==> config.mk <==
export PLATFORM = sky130hd
export DESIGN_NAME = vga_sync_gen
export DESIGN_NICKNAME = d
export VERILOG_FILES = /design/src/rtl/vga_timing_pkg.sv /design/src/rtl/vga_sync_gen_axis_counter.sv /design/src/rtl/vga_sync_gen.sv
export SDC_FILE = /design/constraint.sdc
export NUM_CORES = 1
export LEC_CHECK = 0
export CAP_MARGIN = 30
export CORE_MARGIN = 2
export CORE_UTILIZATION = 49
export DETAILED_ROUTE_END_ITERATION = 8
export GPL_ROUTABILITY_DRIVEN = 0
export PLACE_DENSITY = 0.79
export SETUP_SLACK_MARGIN = 0.3
export SYNTH_ARGS = -nofsm -noshare
export SYNTH_HDL_FRONTEND = slang
export SYNTH_SLANG_ARGS = --single-unit
==> constraint.sdc <==
create_clock -name clk -period 3.29 [get_ports clk]
set_input_delay 0.329 -clock clk [delete_from_list [all_inputs] [get_ports clk]]
set_output_delay 0.329 -clock clk [all_outputs]
set_load 0.1 [all_outputs]
==> src/rtl/vga_timing_pkg.sv <==
// Default 640x480@60 raster timing and shared decode helper for the VGA sync generator.
package vga_timing_pkg;

   localparam int unsigned DEF_H_ACTIVE = 640;
   localparam int unsigned DEF_H_FP     = 16;
   localparam int unsigned DEF_H_SYNC   = 96;
   localparam int unsigned DEF_H_BP     = 48;
   localparam int unsigned DEF_V_ACTIVE = 480;
   localparam int unsigned DEF_V_FP     = 10;
   localparam int unsigned DEF_V_SYNC   = 2;
   localparam int unsigned DEF_V_BP     = 33;
   localparam int unsigned DEF_CNT_W    = 10;

   localparam int unsigned DEF_H_TOTAL  = DEF_H_ACTIVE + DEF_H_FP + DEF_H_SYNC + DEF_H_BP;
   localparam int unsigned DEF_V_TOTAL  = DEF_V_ACTIVE + DEF_V_FP + DEF_V_SYNC + DEF_V_BP;

   localparam int unsigned DEF_HS_START = DEF_H_ACTIVE + DEF_H_FP;
   localparam int unsigned DEF_HS_END   = DEF_HS_START + DEF_H_SYNC;
   localparam int unsigned DEF_VS_START = DEF_V_ACTIVE + DEF_V_FP;
   localparam int unsigned DEF_VS_END   = DEF_VS_START + DEF_V_SYNC;

   // Half-open window test: lo <= pos < hi.
   function automatic logic in_window(input int unsigned pos,
                                      input int unsigned lo,
                                      input int unsigned hi);
      return (pos >= lo) && (pos < hi);
   endfunction

endpackage

==> src/rtl/vga_sync_gen_axis_counter.sv <==
// Enabled wrap-at-MAX position counter for one raster axis; resets to MAX.
module vga_axis_counter #(
   parameter int unsigned CNT_W = 10,
   parameter int unsigned MAX   = 799
) (
   input  logic             clk,
   input  logic             rst,
   input  logic             en,
   output logic [CNT_W-1:0] cnt,
   output logic             wrap
);

   localparam logic [CNT_W-1:0] MAX_V = CNT_W'(MAX);

   logic [CNT_W-1:0] cnt_q;
   logic [CNT_W-1:0] cnt_d;

   always_comb begin
      cnt_d = cnt_q;
      if (en) begin
         cnt_d = (cnt_q == MAX_V) ? '0 : cnt_q + 1'b1;
      end
   end

   always_ff @(posedge clk) begin
      if (rst) begin
         cnt_q <= MAX_V;
      end else begin
         cnt_q <= cnt_d;
      end
   end

   assign cnt  = cnt_q;
   assign wrap = en && (cnt_q == MAX_V);

endmodule

==> src/rtl/vga_sync_gen.sv <==
// VGA raster timing generator: h/v counters advanced by a pixel enable, with
// registered sync, active-video and line/frame start outputs coherent with the counters.
module vga_sync_gen
   import vga_timing_pkg::*;
#(
   parameter int unsigned H_ACTIVE = DEF_H_ACTIVE,
   parameter int unsigned H_FP     = DEF_H_FP,
   parameter int unsigned H_SYNC   = DEF_H_SYNC,
   parameter int unsigned H_BP     = DEF_H_BP,
   parameter int unsigned V_ACTIVE = DEF_V_ACTIVE,
   parameter int unsigned V_FP     = DEF_V_FP,
   parameter int unsigned V_SYNC   = DEF_V_SYNC,
   parameter int unsigned V_BP     = DEF_V_BP,
   parameter logic        SYNC_POL = 1'b0,
   parameter int unsigned CNT_W    = DEF_CNT_W
) (
   input  logic             clk,
   input  logic             rst,
   input  logic             pix_en,
   output logic [CNT_W-1:0] h_cnt,
   output logic [CNT_W-1:0] v_cnt,
   output logic             hs,
   output logic             vs,
   output logic             video_on,
   output logic             line_start,
   output logic             frame_start
);

   localparam int unsigned H_TOTAL  = H_ACTIVE + H_FP + H_SYNC + H_BP;
   localparam int unsigned V_TOTAL  = V_ACTIVE + V_FP + V_SYNC + V_BP;
   localparam int unsigned HS_START = H_ACTIVE + H_FP;
   localparam int unsigned HS_END   = HS_START + H_SYNC;
   localparam int unsigned VS_START = V_ACTIVE + V_FP;
   localparam int unsigned VS_END   = VS_START + V_SYNC;

   logic [CNT_W-1:0] h_cur, v_cur;
   logic [CNT_W-1:0] h_nxt, v_nxt;
   logic             h_wrap, v_wrap, v_en;

   logic hs_q, hs_d;
   logic vs_q, vs_d;
   logic video_on_q, video_on_d;
   logic line_start_q, line_start_d;
   logic frame_start_q, frame_start_d;

   assign v_en = pix_en & h_wrap;

   vga_axis_counter #(.CNT_W(CNT_W), .MAX(H_TOTAL - 1)) u_h_cnt (
      .clk  (clk),
      .rst  (rst),
      .en   (pix_en),
      .cnt  (h_cur),
      .wrap (h_wrap)
   );

   vga_axis_counter #(.CNT_W(CNT_W), .MAX(V_TOTAL - 1)) u_v_cnt (
      .clk  (clk),
      .rst  (rst),
      .en   (v_en),
      .cnt  (v_cur),
      .wrap (v_wrap)
   );

   // Mirror the counters' next values so the decoded outputs land on the same edge.
   always_comb begin
      h_nxt = h_cur;
      v_nxt = v_cur;
      if (pix_en) begin
         h_nxt = h_wrap ? '0 : h_cur + 1'b1;
         if (h_wrap) begin
            v_nxt = v_wrap ? '0 : v_cur + 1'b1;
         end
      end
      hs_d          = in_window(32'(h_nxt), HS_START, HS_END) ? SYNC_POL : ~SYNC_POL;
      vs_d          = in_window(32'(v_nxt), VS_START, VS_END) ? SYNC_POL : ~SYNC_POL;
      video_on_d    = (32'(h_nxt) < H_ACTIVE) && (32'(v_nxt) < V_ACTIVE);
      line_start_d  = v_en;
      frame_start_d = v_wrap;
   end

   always_ff @(posedge clk) begin
      if (rst) begin
         hs_q          <= ~SYNC_POL;
         vs_q          <= ~SYNC_POL;
         video_on_q    <= 1'b0;
         line_start_q  <= 1'b0;
         frame_start_q <= 1'b0;
      end else begin
         hs_q          <= hs_d;
         vs_q          <= vs_d;
         video_on_q    <= video_on_d;
         line_start_q  <= line_start_d;
         frame_start_q <= frame_start_d;
      end
   end

   assign h_cnt       = h_cur;
   assign v_cnt       = v_cur;
   assign hs          = hs_q;
   assign vs          = vs_q;
   assign video_on    = video_on_q;
   assign line_start  = line_start_q;
   assign frame_start = frame_start_q;

endmodule

## After elaboration in Yosys (flattened, before gate mapping)

Cells that the tools add are included.

- $add $sub $neg: 2
- $lt $le $gt $ge: 6
- Equal/unequal tests: 2
- Multiplexer cells: 9
- Bitwise operators: 1
- Reduce and logical (&&, ||, !) cells: 5

Operator list:

| kind | count |
|---|---|
| $mux 10 | 7 |
| $add 10x1->10 const B | 2 |
| $eq 10x10->1 const B | 2 |
| $lt 10x10->1 const B | 2 |
| $lt 10x9->1 const B | 2 |
| $ge 10x10->1 const B | 1 |
| $ge 10x9->1 const B | 1 |
| $logic_and 1x1->1 | 5 |
| $mux 1 | 2 |
| $and 1x1->1 | 1 |

- Bits in registers: 25
- Input bits: 3
- Output and inout port bits: 25
- Word-level logic and storage cells: 32

## Longest topological paths before layout

- Depth after elaboration: 10
- Depth in mapped cells: 9
- Gate-level depth less buffers: 8

## Cells and area by module

A second synthesis with hierarchy kept.

- Cells, all modules: 190
- Area, all modules: 1649.1 µm²

Modules (own cells, without submodules):

| module | instances | cells an instance | area each (µm²) | seq. area each (µm²) |
|---|---|---|---|---|
| vga_sync_gen | 1 | 77 | 581.8 | 100.1 |
| vga_axis_counter at u_h_cnt | 1 | 57 | 534.3 | 200.2 |
| vga_axis_counter at u_v_cnt | 1 | 56 | 533.0 | 200.2 |

## Worst setup path after synthesis

No wires, ideal clock.

- Kind: reg2reg
- Start point: reg u_v_cnt.cnt_q[0] (netlist: u_v_cnt.cnt[0])
- End point: reg vs_q (netlist: vs)
- Setup time: 0.124 ns
- Data arrival time: 2.682 ns
- Data required time: 3.166 ns
- Path slack: 0.484 ns
- Stages on the path, launching flop included: 10
- Buffers on the path: 1
- Clock period less this slack: 2.806 ns
- Path through: dfxtp_1 inv_1 ha_1 nor4bb_1 and3_1 buf_6 nor3b_1 a21oi_1 or3_1 a2111o_1

- Word-level cells in the longest chain between the ends: 8
- Elaborated cells on any way between the ends: 10
- Those cells by class: add/sub: 1; order compare: 2; eq/ne: 1; mux: 4; reduce/logical: 2

RTL lines:

| what | RTL line | source |
|---|---|---|
| from (decl) | vga_sync_gen_axis_counter.sv:15 | `logic [CNT_W-1:0] cnt_q;` |
| from (signal assigned) | vga_sync_gen_axis_counter.sv:29 | `cnt_q <= cnt_d;` |
| parallel branches: the longest is 4 deep, another holds $add 10x1->10 | -- |  |
| $mux 10 (*) | vga_sync_gen.sv:68 | `if (pix_en) begin` |
| $ge 10x9->1 or $lt 10x9->1 (tied branches) | vga_timing_pkg.sv:26 | `return (pos >= lo) && (pos < hi);` |
| $logic_and 1x1->1 (*) | vga_timing_pkg.sv:26 |  |
| $mux 1 (*) | vga_sync_gen.sv:75 | `vs_d = in_window(32'(v_nxt), VS_START, VS_END) ? SYNC_POL : ~SYNC_POL;` |
| to (signal assigned) | vga_sync_gen.sv:84 | `vs_q <= ~SYNC_POL;` |
| to (signal assigned) | vga_sync_gen.sv:90 | `vs_q <= vs_d;` |
| to (decl) | vga_sync_gen.sv:41 | `logic vs_q, vs_d;` |

Mark *: on every way between the ends.
A chain may end at the register's enable or synchronous reset.

## Final worst setup path

- Start point: reg u_v_cnt.cnt_q[4] (netlist: u_v_cnt.cnt[4])
- End point: out v_cnt[4]

RTL lines:

| what | RTL line | source |
|---|---|---|
| to (decl) | vga_sync_gen.sv:21 | `output logic [CNT_W-1:0] v_cnt,` |

No word-level cell between the ends.

==> summary.txt <==
Clock tree
  – Post-CTS sizing: 0
  – Htree depth: 1
  – Cts hold-fix bufs: 0
  – Post-CTS Repair Setup Buffers: 0
  – Worst-path clk slew: 140 ps
  – Clock tree sinks: 25
  – CTS buffer count: 3
  – Skew-Pair Late Insertion Delay: between 300 and 400 ps
  – Clock tree buffer depth: 2
  – Root buf cell: clkbuf_4
  – CTS tree: built

Synth
  – Largest area contributor in the netlist: dfxtp_1
  – Yosys cell types: 42
  – Yosys top cell area share: 0.374
  – Synthesized flop and latch total: 25
  – Synth warn: 0
  – Mapped Cells: 160
  – Mapped Avg Cell Area: approximately 8.4 sq um
  – Synth Net Count: ~170
  – Top cells by area, synth: dfxtp_1 (37%), a21oi_1 (4.1%), o21ai_0 (4.1%), nand2_1 (3.4%), nor2_1 (3.4%)
  – Async S/R FF share, synth: 0
  – Cell area after synthesis: between 1000 and 1500 sq um
  – Count leader, synth: dfxtp_1
  – Ys flop type: dfxtp_1
  – Post-synth top cells: dfxtp_1 (25), nand2_1 (12), nor2_1 (12)
  – Sequential area share after synthesis: 0.374
  – Post-synth EDFFs: 0

Finish
  – Layout net count: around 190
  – Area Overhead vs Synth: 20.2%
  – Post-layout instance count excluding filler cells: 212
  – ANT cells: 0
  – Share of cells above drive strength 1: 0.0385

GRT
  – Vias in the first global route: about 1200
  – First-pass GRT wire length: ~5400 um
  – Initial antenna violation count: 0
  – Largest net degree at the start of global routing: 18
  – Total GRT Usage: 0.214
  – Grt total ovfl: 0

Setup path
  – RR Startpoint: u_h_cnt.cnt[0]
  – Crit-path leading delay family: buffers and inverters
  – Reg2reg setup slack: ~920 ps
  – Setup crit end kind: output pin
  – Crit path kind: reg -> out
  – Crit Reg-Reg Endpoint: vs
  – Critical Path AT: 2060 ps
  – Worst setup SP type: register
  – CP Data Required Time: 2960 ps
  – WP buf/inv: 1
  – Crit-path max cell delay: 1200 ps
  – Slowest cell on crit path: clkdlybuf4s50_1
  – R2R depth: 7
  – Worst-path cell chain: clkdlybuf4s50_1
  – Max FO, Critical Path: 11

Placement
  – Placed cells: ~210
  – Dpl hpwl: ~2200 um
  – IO Port Bufs: 27

STA
  – Hold Vio Cnt, Final: 0
  – Setup repair after global routing missed its margin: no
  – Final setup vio count: 0
  – WHS: between 500 and 600 ps
  – Final Max Slew Viols: 0
  – Max Clk Rate: between 400 and 500 MHz
  – Post-Route Setup TNS: 0 ps
  – Crit share post-route: 0.725
  – Final Skew: approximately 11 ps
  – Crit path time final: between 2000 and 2500 ps
  – Relative slew slack: 0.343
  – Worst slew pin tran: between 900 and 1000 ps

Detailed routing
  – Iteration-0 DRC count of the detailed router: 39
  – Final WL: 3130 um
  – Via density: 5.80
  – Final ANT Viol Nets: 0
  – Residual DRC: 0
  – DR pass1 iterations: 4
  – Avg WL per Cell: 14.8 um
  – Routed vias: about 1200

Pwr
  – Worst vdd ir: roughly 0.43 mV
  – P per Cell Area: about 650 nW/um^2
  – Leak: 0.613 nW
  – Overall Power: around 1.1 mW

Floorplan
  – Die X: roughly 56 um
  – IO Pins: 28
  – Core area: between 2000 and 3000 sq um
  – Initial Util: 0.530
  – FP Rows: 18
  – Die Height: 56.2 um
  – Die footprint: 3160 sq um

Worst hold path
  – Hold path cells: 2
  – Hold crit path type: reg -> reg
  – WHS Endpoint: u_h_cnt.cnt[2]
  – Worst Hold Launch: u_h_cnt.cnt[2]

Run
  – MaxCap Viol Count: 0

Run status
  – Status: finished, final reports clean
final cells by class:
class                      instances  area [sq um]
sequential                        25           500
multi-input combinational        118           743
tap                               30          37.5
timing repair buffer              27           270
clock buffer                       4          26.3
inverter                           8          30.0
fill                             225           915
power breakdown:
part	total [mW]	internal (mW)	switching (mW)
Combinational	0.525	0.143	0.382
Sequential	0.382	0.337	0.0444
Clock	0.146	0.0476	0.0985
Total	1.05	0.528	0.525
worst max-delay path by stage:
| stage | slack [ps] | to | cells after the start | startpoint |
|---|---|---|---|---|
| finish | 900 | v_cnt[4] | 1 | u_v_cnt.cnt[4] |
| global route | 750 | vs | 7 | u_h_cnt.cnt[0] |
| CTS | 900 | v_cnt[4] | 1 | u_v_cnt.cnt[4] |
| detailed placement | 650 | vs | 7 | pix_en |
| global placement | 740 | vs | 7 | pix_en |
| floorplan | 480 | vs | 9 | u_v_cnt.cnt[0] |
flip-flops by register name (all words and copies together) (netlist names):
signal,cells
frame_start,1
video_on,1
vs,1
u_v_cnt.cnt,10
u_h_cnt.cnt,10
line_start,1
hs,1
placed cells by master, fill, tap and decap left out, drive strengths merged, types with 2 or more instances in the layout:
cell type and instances:
clkdlybuf4s50 27, dfxtp 25, nor2 12, nand2 12
o21ai 11, a21oi 11, inv 8, nor3 6
nand4 6, and3 5, or3 5, nand3 5
and4 4, and2 4, xor2 4, clkbuf 4
xnor2 3, mux2i 3, ha 3, nor2b 3
o211ai 2, nor3b 2, nor4 2, o31ai 2
nand2b 2
cell families (layout without fill, tap and decap cells):
logic type | count (synthesis) | after routing | share of synthesized area
AO/OA/AOI/OAI | 33 | 33 | 0.148
XOR/XNOR | 7 | 7 | 0.0458
adder cells (fa/ha/maj) | 3 | 3 | 0.0281
multiplexers | 3 | 3 | 0.0225
flip-flops | 25 | 25 | 0.374
buffers and inverters | 17 | 39 | 0.0702
AND/OR/NAND/NOR | 72 | 72 | 0.311
metrics by stage:
stage / instance area [sq um] / setup slack, ps / utilization
2_1_floorplan: 1340 / 484 / -
3_3_place_gp: 1580 / 741 / 0.627
3_5_place_dp: 1580 / 646 / 0.627
4_1_cts: 1610 / 896 / 0.637
5_1_grt: 1610 / 747 / 0.637
6_report: 1610 / 904 / 0.637
metal layers:
metal	wire (um)	global-route usage	share of wire
met5	0	0	0
met4	68	0.0884	0.022
met3	134	0.0395	0.043
met2	1450	0.350	0.46
met1	1480	0.276	0.47
(Power assumes the default switching activity.)
